==> src/rtl/muldiv_sequencer_if.sv <==
// Bundle between the ID/EX stage and the iterative multiply/divide sequencer.
//   start_i  : ID/EX holds an M-extension op
//   op_i     : 00 MUL, 01 MULHU, 10 DIVU, 11 REMU
//   rs1_i    : multiplicand / dividend
//   rs2_i    : multiplier / divisor
//   kill_i   : flush of the EX instruction
//   stall_o  : freeze PC, IF/ID and ID/EX
//   busy_o   : sequencer not idle
//   done_o   : result_o valid this cycle
//   result_o : result, held until the next completion
// master = pipeline side, slave = sequencer side.
interface muldiv_sequencer_if #(
  parameter int unsigned XLEN = 32
);
  logic            start_i;
  logic [1:0]      op_i;
  logic [XLEN-1:0] rs1_i;
  logic [XLEN-1:0] rs2_i;
  logic            kill_i;
  logic            stall_o;
  logic            busy_o;
  logic            done_o;
  logic [XLEN-1:0] result_o;

  modport master (
    output start_i, op_i, rs1_i, rs2_i, kill_i,
    input  stall_o, busy_o, done_o, result_o
  );

  modport slave (
    input  start_i, op_i, rs1_i, rs2_i, kill_i,
    output stall_o, busy_o, done_o, result_o
  );
endinterface

==> src/rtl/muldiv_sequencer.sv <==
// Iterative unsigned multiply/divide unit for the EX stage (RV32M MUL, MULHU, DIVU, REMU).
// One bit per cycle: XLEN iterations, then a one-cycle done_o pulse carrying a registered
// result. The pipeline is stalled from the issue cycle until the DONE cycle.
// Ports:
//   clk_i : clock, rising edge
//   rst_i : asynchronous active-high reset
//   bus   : muldiv_sequencer_if.slave (start/op/operands/kill in, stall/busy/done/result out)
module muldiv_sequencer #(
  parameter int unsigned XLEN = 32
) (
  input logic                clk_i,
  input logic                rst_i,
  muldiv_sequencer_if.slave  bus
);

  localparam int unsigned CntW = (XLEN > 1) ? $clog2(XLEN) : 1;

  typedef enum logic [1:0] {
    StIdle,
    StBusy,
    StDone
  } state_e;

  state_e          state_q;
  logic [CntW-1:0] cnt_q;
  logic [1:0]      op_q;
  // Multiplicand for multiplies, divisor for divides.
  logic [XLEN-1:0] opnd_q;
  // hi: partial product high half / partial remainder.
  // lo: multiplier shifting out / dividend shifting out while quotient shifts in.
  logic [XLEN-1:0] hi_q;
  logic [XLEN-1:0] lo_q;
  logic [XLEN-1:0] result_q;
  logic            busy_q;
  logic            done_q;

  // Shift-add multiply step.
  logic [XLEN:0]   mul_sum;
  logic [XLEN-1:0] mul_hi_nxt;
  logic [XLEN-1:0] mul_lo_nxt;

  // Restoring divide step.
  logic [XLEN:0]   div_shift;
  logic            div_ge;
  logic [XLEN-1:0] div_diff;
  logic [XLEN-1:0] div_hi_nxt;
  logic [XLEN-1:0] div_lo_nxt;

  logic [XLEN-1:0] hi_nxt;
  logic [XLEN-1:0] lo_nxt;
  logic [XLEN-1:0] res_nxt;

  always_comb begin
    mul_sum    = {1'b0, hi_q} + (lo_q[0] ? {1'b0, opnd_q} : '0);
    // Shift {carry, hi, lo} right by one.
    mul_hi_nxt = mul_sum[XLEN:1];
    mul_lo_nxt = {mul_sum[0], lo_q[XLEN-1:1]};
  end

  always_comb begin
    // Shift {rem, quo} left, pulling in the next dividend MSB from lo.
    div_shift  = {hi_q, lo_q[XLEN-1]};
    div_ge     = div_shift >= {1'b0, opnd_q};
    // When div_ge holds the difference always fits in XLEN bits.
    div_diff   = div_shift[XLEN-1:0] - opnd_q;
    div_hi_nxt = div_ge ? div_diff : div_shift[XLEN-1:0];
    div_lo_nxt = {lo_q[XLEN-2:0], div_ge};
  end

  // A zero divisor needs no special case: every compare succeeds, so the quotient fills
  // with ones and the remainder ends up equal to the dividend.
  always_comb begin
    hi_nxt  = op_q[1] ? div_hi_nxt : mul_hi_nxt;
    lo_nxt  = op_q[1] ? div_lo_nxt : mul_lo_nxt;
    // MUL/DIVU take the low register, MULHU/REMU the high one.
    res_nxt = op_q[0] ? hi_nxt : lo_nxt;
  end

  always_ff @(posedge clk_i or posedge rst_i) begin
    if (rst_i) begin
      state_q  <= StIdle;
      cnt_q    <= '0;
      op_q     <= '0;
      opnd_q   <= '0;
      hi_q     <= '0;
      lo_q     <= '0;
      result_q <= '0;
      busy_q   <= 1'b0;
      done_q   <= 1'b0;
    end else begin
      unique case (state_q)
        StIdle: begin
          done_q <= 1'b0;
          if (bus.start_i && !bus.kill_i) begin
            op_q  <= bus.op_i;
            cnt_q <= CntW'(XLEN - 1);
            hi_q  <= '0;
            if (bus.op_i[1]) begin
              lo_q   <= bus.rs1_i;
              opnd_q <= bus.rs2_i;
            end else begin
              lo_q   <= bus.rs2_i;
              opnd_q <= bus.rs1_i;
            end
            busy_q  <= 1'b1;
            state_q <= StBusy;
          end
        end
        StBusy: begin
          if (bus.kill_i) begin
            busy_q  <= 1'b0;
            state_q <= StIdle;
          end else begin
            hi_q <= hi_nxt;
            lo_q <= lo_nxt;
            if (cnt_q == '0) begin
              result_q <= res_nxt;
              done_q   <= 1'b1;
              state_q  <= StDone;
            end else begin
              cnt_q <= cnt_q - 1'b1;
            end
          end
        end
        StDone: begin
          // start_i here still belongs to the instruction just completed.
          done_q  <= 1'b0;
          busy_q  <= 1'b0;
          state_q <= StIdle;
        end
        default: begin
          done_q  <= 1'b0;
          busy_q  <= 1'b0;
          state_q <= StIdle;
        end
      endcase
    end
  end

  // Issue-cycle term lets ID/EX hold the instruction while operands are latched.
  assign bus.stall_o  = ~rst_i & (((state_q == StIdle) & bus.start_i & ~bus.kill_i) |
                                  (state_q == StBusy));
  assign bus.busy_o   = busy_q;
  assign bus.done_o   = done_q;
  assign bus.result_o = result_q;

endmodule

==> src/flat_wrapper.sv <==
// flat-port wrapper written by rule: the top's interface ports become plain ports
module muldiv_sequencer_flat 
#(
  parameter int unsigned XLEN = 32
)
  (clk_i, rst_i, bus_start_i, bus_op_i, bus_rs1_i, bus_rs2_i, bus_kill_i, bus_stall_o, bus_busy_o, bus_done_o, bus_result_o);
  muldiv_sequencer_if #(.XLEN(XLEN)) bus_i ();
  input logic clk_i;
  input logic rst_i;
  input wire logic [$bits(bus_i.start_i)-1:0] bus_start_i;
  input wire logic [$bits(bus_i.op_i)-1:0] bus_op_i;
  input wire logic [$bits(bus_i.rs1_i)-1:0] bus_rs1_i;
  input wire logic [$bits(bus_i.rs2_i)-1:0] bus_rs2_i;
  input wire logic [$bits(bus_i.kill_i)-1:0] bus_kill_i;
  output wire logic [$bits(bus_i.stall_o)-1:0] bus_stall_o;
  output wire logic [$bits(bus_i.busy_o)-1:0] bus_busy_o;
  output wire logic [$bits(bus_i.done_o)-1:0] bus_done_o;
  output wire logic [$bits(bus_i.result_o)-1:0] bus_result_o;
  assign bus_i.start_i = bus_start_i;
  assign bus_i.op_i = bus_op_i;
  assign bus_i.rs1_i = bus_rs1_i;
  assign bus_i.rs2_i = bus_rs2_i;
  assign bus_i.kill_i = bus_kill_i;
  assign bus_stall_o = bus_i.stall_o;
  assign bus_busy_o = bus_i.busy_o;
  assign bus_done_o = bus_i.done_o;
  assign bus_result_o = bus_i.result_o;
  muldiv_sequencer #(.XLEN(XLEN)) u_core (.clk_i(clk_i), .rst_i(rst_i), .bus(bus_i));
endmodule
==> config.mk <==
export PLATFORM = sky130hd
export DESIGN_NAME = muldiv_sequencer_flat
export DESIGN_NICKNAME = d
export VERILOG_FILES = /design/src/rtl/muldiv_sequencer_if.sv /design/src/rtl/muldiv_sequencer.sv /design/src/flat_wrapper.sv
export SDC_FILE = /design/constraint.sdc
export NUM_CORES = 1
export LEC_CHECK = 0
export ABC_AREA = 1
export ABC_CLOCK_PERIOD_IN_PS = 5500
export BUFFER_PORTS_ARGS = -buffer_cell sky130_fd_sc_hd__buf_2
export CORE_UTILIZATION = 40
export CTS_BUF_LIST = sky130_fd_sc_hd__clkbuf_2
export DETAILED_ROUTE_END_ITERATION = 8
export GPL_TIMING_DRIVEN = 1
export MAX_ROUTING_LAYER = met4
export PLACE_DENSITY = 0.53
export SETUP_SLACK_MARGIN = 0.02
export SLEW_MARGIN = 20
export SYNTH_ARGS = -nofsm -noshare
export SYNTH_HDL_FRONTEND = slang
export SYNTH_SLANG_ARGS = --single-unit
==> constraint.sdc <==
create_clock -name clk_i -period 5.5 [get_ports clk_i]
set_input_delay 0.275 -clock clk_i [delete_from_list [all_inputs] [get_ports clk_i]]
set_output_delay 0.275 -clock clk_i [all_outputs]
set_load 0.05 [all_outputs]
=== Word level (Yosys, flattened, before mapping) ===
Cells that the tools add are included.

* Input port bits: 70
* Output and inout bits: 35
* Flip-flop bits (word level): 139

* Reduce and logical (&&, ||, !) cells: 12
* Add/sub/neg operators: 3
* Eq/ne operators: 7
* Multiplexer cells: 27
* $lt $le $gt $ge: 1
* Bitwise gates (word level): 6

{| class="wikitable"
|+ Operator list
! kind !! number
|-
| $mux 32 || 11
|-
| $pmux 32 s2 || 2
|-
| $add 32x33->33 || 1
|-
| $ge 33x32->1 || 1
|-
| $sub 32x32->32 || 1
|-
| $mux 5 || 3
|-
| $pmux 5 s2 || 1
|-
| $reduce_and 2->1 || 4
|-
| $mux 2 || 3
|-
| $ne 2x2->1 const B || 3
|-
| $reduce_and 3->1 || 2
|-
| $logic_not 5->1 || 1
|-
| $mux 1 || 5
|-
| $sub 5x1->5 const B || 1
|-
| $ne 2x1->1 const B || 2
|-
| $pmux 2 s2 || 1
|-
| $reduce_and 4->1 || 1
|-
| $and 1x1->1 || 3
|-
| $ne 3x2->1 const B || 1
|-
| $eq 2x1->1 const B || 1
|-
| $logic_not 2->1 || 1
|-
| $not 1->1 || 2
|-
| $pmux 1 s2 || 1
|-
| $reduce_bool 2->1 || 1
|-
| 3 further kinds || 3
|}

=== Depth between registers and ports, before layout ===
* Depth after elaboration: 5
* Gate-level depth with buffers: 21
* Gate-level depth less buffers: 19

=== Worst setup path before layout ===
No wires, ideal clock.

* Path type: flip-flop to flip-flop
* Start point: register u_core.lo_q[0]
* End point: register u_core.result_q[31], in the netlist u_core.bus.result_o[31]
* Data required time: 5.382 ns
* Stages on the path, launching flop included: 21
* Setup time: 0.118 ns
* Arrival: 2.208 ns
* Setup slack: 3.174 ns
* Period minus slack after synthesis: 2.326 ns
* Cells stage by stage: dfrtp_1 -> clkbuf_1 -> clkbuf_1 -> nand2_1 -> inv_1 -> ha_1 -> nand2_1 -> nor2_1 -> and2_1 -> nand2_1 -> nand3_1 -> nand2_1 -> nand2_1 -> nand2_1 -> nand2_1 -> nand2_1 -> nand2_1 -> inv_1 -> nand3_1 -> nand2_1 -> nand2_1

* Longest elaborated chain between the ends: 4

{| class="wikitable"
|+ Ends and longest elaborated chain
! item !! line !! text
|-
| start, declared || muldiv_sequencer.sv:32 || <nowiki>logic [XLEN-1:0] lo_q;</nowiki>
|-
| start signal, assigned || muldiv_sequencer.sv:99 || <nowiki>lo_q <= bus.rs1_i;</nowiki>
|-
| start signal, assigned || muldiv_sequencer.sv:102 || <nowiki>lo_q <= bus.rs2_i;</nowiki>
|-
| start signal, assigned || muldiv_sequencer.sv:115 || <nowiki>lo_q <= lo_nxt;</nowiki>
|-
| $mux 32 * || muldiv_sequencer.sv:54 || <nowiki>mul_sum = {1'b0, hi_q} + (lo_q[0] ? {1'b0, opnd_q} : '0);</nowiki>
|-
| $add 32x33->33 * || muldiv_sequencer.sv:54 ||
|-
| $mux 32 (on tied branches) || muldiv_sequencer.sv:74, muldiv_sequencer.sv:73 ||
|-
| $mux 32 * || muldiv_sequencer.sv:76 || <nowiki>res_nxt = op_q[0] ? hi_nxt : lo_nxt;</nowiki>
|-
| end signal, assigned || muldiv_sequencer.sv:117 || <nowiki>result_q <= res_nxt;</nowiki>
|-
| end, declared || muldiv_sequencer.sv:33 || <nowiki>logic [XLEN-1:0] result_q;</nowiki>
|}

Every way passes the cells marked *; elsewhere a longest branch is shown, timed or not.
A chain may end at the register's enable or synchronous reset.

=== Final worst setup path ===
* Start point: register u_core.state_q[1]
* End point: register u_core.opnd_q[21]

* Longest elaborated chain between the ends: 2

{| class="wikitable"
|+ Ends and longest elaborated chain
! item !! line !! text
|-
| start, declared || muldiv_sequencer.sv:24 || <nowiki>state_e state_q;</nowiki>
|-
| start signal, assigned || muldiv_sequencer.sv:81 || <nowiki>state_q <= StIdle;</nowiki>
|-
| start signal, assigned || muldiv_sequencer.sv:106 || <nowiki>state_q <= StBusy;</nowiki>
|-
| start signal, assigned || muldiv_sequencer.sv:112 || <nowiki>state_q <= StIdle;</nowiki>
|-
| $logic_not 2->1 || muldiv_sequencer.sv:91 || <nowiki>unique case (state_q)</nowiki>
|-
| $reduce_and 2->1 (no source line) || - ||
|-
| end signal, assigned || muldiv_sequencer.sv:100 || <nowiki>opnd_q <= bus.rs2_i;</nowiki>
|-
| end signal, assigned || muldiv_sequencer.sv:103 || <nowiki>opnd_q <= bus.rs1_i;</nowiki>
|-
| end, declared || muldiv_sequencer.sv:28 || <nowiki>logic [XLEN-1:0] opnd_q;</nowiki>
|}

No other way between the ends.

==> flow_summary.ini <==
[sta]
max_slew.worst_pin.slew_ns = 0.981
fin_skew_ns = 0.0689
rsz0062_at_grt = false
period_needed_ns = 3.70
setup_tns_ns = 0
setup_viol = 0
fin_crit_sh_pct = 67.3
whs_ns = 0.0630
drv_slew = 0
hold_violations = 0
fmax_ghz = 0.270
max-slew-margin-rel_pct = 34.5

[clock_network]
root_buffer = clkbuf_2
cts_tree = done
numCtsBuffers = 17
cts.path.max_buffers = 2
clkSinkCount = 139
post_cts_buffers = 0
htree_levels = 4
clk_pin_slew_ns = 0.32
clkLatencyLatePin_ns = 0.91

[power_and_ir_drop]
switchingPower_mw = 5.15
power_density_mw_per_mm2 = 573
share_seq_of_total_power_pct = 21.2
clockPowerShare_pct = 8.8
power.share.combinational_pct = 70.0
max-vdd-ir-drop_uv = 480
p_int_mw = 3.46
power_mw = 8.61
switching_share_pct = 59.8
power.leakage_nw = 8.69

[layout]
nFillCells = 3414
nNetsFinal = 2473
most-common-layout-cells = 827 x nand2_1, 333 x inv_1, 173 x nor2_1
final_common_cell = nand2_1
final_area_mm2 = 0.0150
syn2layout_area_growth_pct = 16.6
drive_above_1_share_pct = 8.90

[drt]
final_antenna_net_count = 0
dr_total_vias = 14800
viasPerCell = 5.40
first_pass_iters = 8
wire_per_inst_um = 20.7
first_iter_violations = 1437
drc_errors = 0
routed_wl_um = 57000

[worst_setup_path]
critical_path_arrival_ns = 4.49
cp_max_fo = 51
cp-start-kind = flop
critical_path_required_ns = 6.29
crit_type = flop to flop
endpoint_kind = flop

[yosys]
syn_inst = 2173
yosysSeqAreaShare_pct = 27.0
synth_nets = 2311
yosysWarnings = 0
syn_area_mm2 = 0.0129
ys_ff_latch = 139
synthDistinctLibCells = 39
syn_avg_cell_area_um2 = 5.94

[global_routing]
grtUsageTotal_pct = 36.4
antenna_found_initial = 2
grt_pass1_vias = 14100
grt_max_degree = 91
overflow = 0
grt_pass1_wl_um = 86600

[floorplanning]
ios = 105
die_w_um = 182
placementRows = 65
start_util_pct = 40.8
dieArea_mm2 = 0.0330
die_y_um = 182
fp.coreArea_mm2 = 0.0316

[hold_path]
min_path_type = input port to async pin

[placement]
post_dp_cell_area_mm2 = 0.0137
dpl.hpwl_um = 44000
place_congestion = 1.04
portBuffers = 104

[flow_run]
max_cap_violations = 0

[status]
status = finished, final reports clean
[metal layers]
layer | part of all wire [%] | vias up | track usage, %
li1 | - | 7187 | -
met1 | 45 | 6962 | 48.0
met2 | 45 | 605 | 56.6
met3 | 6.4 | 92 | 4.43
met4 | 4.3 | 0 | 14.9
met5 | 0 | - | -
[logic make-up (layout without fill, tap and decap cells)]
group	count (synthesis)	after routing	synth area share, %
adder cells (fa/ha/maj)	68	68	6.71
buffers and inverters	422	597	12.7
XOR/XNOR	16	16	1.09
other	0	1	0
flip-flops	139	139	27.0
AO/OA/AOI/OAI	257	257	11.2
AND/OR/NAND/NOR	1271	1271	41.3
[sequential cells by signal (all words and copies together), names as in the netlist]
name	flops
u_core.bus.busy_o	1
u_core.bus.done_o	1
u_core.bus.result_o	32
u_core.cnt_q	5
u_core.hi_q	32
u_core.lo_q	32
u_core.op_q	2
u_core.opnd_q	32
u_core.state_q	2
[power groups by stage]
stage / clock (mW) / sequential [mW] / combinational (mW)
finish: 0.758 / 1.82 / 6.03
floorplan: 0 / 1.62 / 3.93
global placement: 0 / 1.84 / 5.73
global route: 0.803 / 1.86 / 6.63
detailed placement: 0 / 1.83 / 5.71
CTS: 0.770 / 1.81 / 5.92
[critical path, cell delays in order (launching register included)]
cell,delay [ns]
dfrtp_1,0.47
nor2_4,0.48
inv_2,0.54
nor2_4,0.24
inv_2,0.06
nand2_1,0.08
inv_2,0.05
nand2_4,0.11
inv_2,0.28
nor2_1,0.42
a31oi_1,0.17
dlygate4sd3_1,0.71
[layout make-up]
type                       count  area, um^2  area share (%)
antenna                        1        2.50          0.0166
clock buffer                  17        85.1           0.566
clock inverter                15         198            1.31
inverter                     341        1280            8.54
multi-input combinational   1612        7790            51.8
sequential                   139        3480            23.1
tap                          402         503            3.34
timing repair buffer         224        1700            11.3
[path summary, 6_finish.rpt]
kind	cells past startpoint	end	from	slack (ns)
worst max-delay path	11	u_core.opnd_q[21]	u_core.state_q[1]	1.80
worst min-delay path	3	u_core.lo_q[10]	rst_i	0.06
worst max register to register	11	u_core.opnd_q[21]	u_core.state_q[1]	1.80
worst min register to register	1	u_core.cnt_q[4]	u_core.cnt_q[4]	0.51
max in group asynchronous	4	u_core.bus.result_o[18]	rst_i	4.15
min in group clk_i	5	u_core.opnd_q[18]	bus_rs1_i[18]	0.15
[repair_timing]
item,CTS,global route
hold endpoints to repair,167,0
hold buffers,102,0
gates resized for setup,0,0
setup endpoints to repair,0,0
[per-stage QoR]
stage,util [%],cells,worst slack [ns]
final,47.5,2751,1.80
after floorplan,-,2173,1.50
after global routing,47.5,2751,1.56
after global placement,43.3,2615,2.11
after detailed placement,43.3,2615,2.11
after CTS,47.5,2749,1.80
[cells in the mapped netlist, drive strengths merged]
master | n | area [um^2]
nand2 | 855 | 3280
inv | 340 | 1280
nor2 | 181 | 719
dfrtp | 139 | 3480
nand3 | 123 | 621
o21ai | 119 | 596
nand4 | 80 | 500
a21oi | 68 | 355
ha | 66 | 826
clkbuf | 49 | 185
o211ai | 38 | 285
buf | 32 | 169
a31oi | 16 | 100
xor2 | 16 | 140
nand3b | 11 | 82.6
and2 | 8 | 50.1
a211oi | 6 | 45.0
or2 | 6 | 37.5
nor3 | 5 | 25.0
o22ai | 4 | 25.0
a21o | 2 | 15.0
fa | 2 | 40.0
o21a | 2 | 15.0
o21bai | 2 | 15.0
and3 | 1 | 6.26
clkinv | 1 | 3.75
nor4 | 1 | 6.26
No activity file was read; power rests on OpenSTA's default activity.
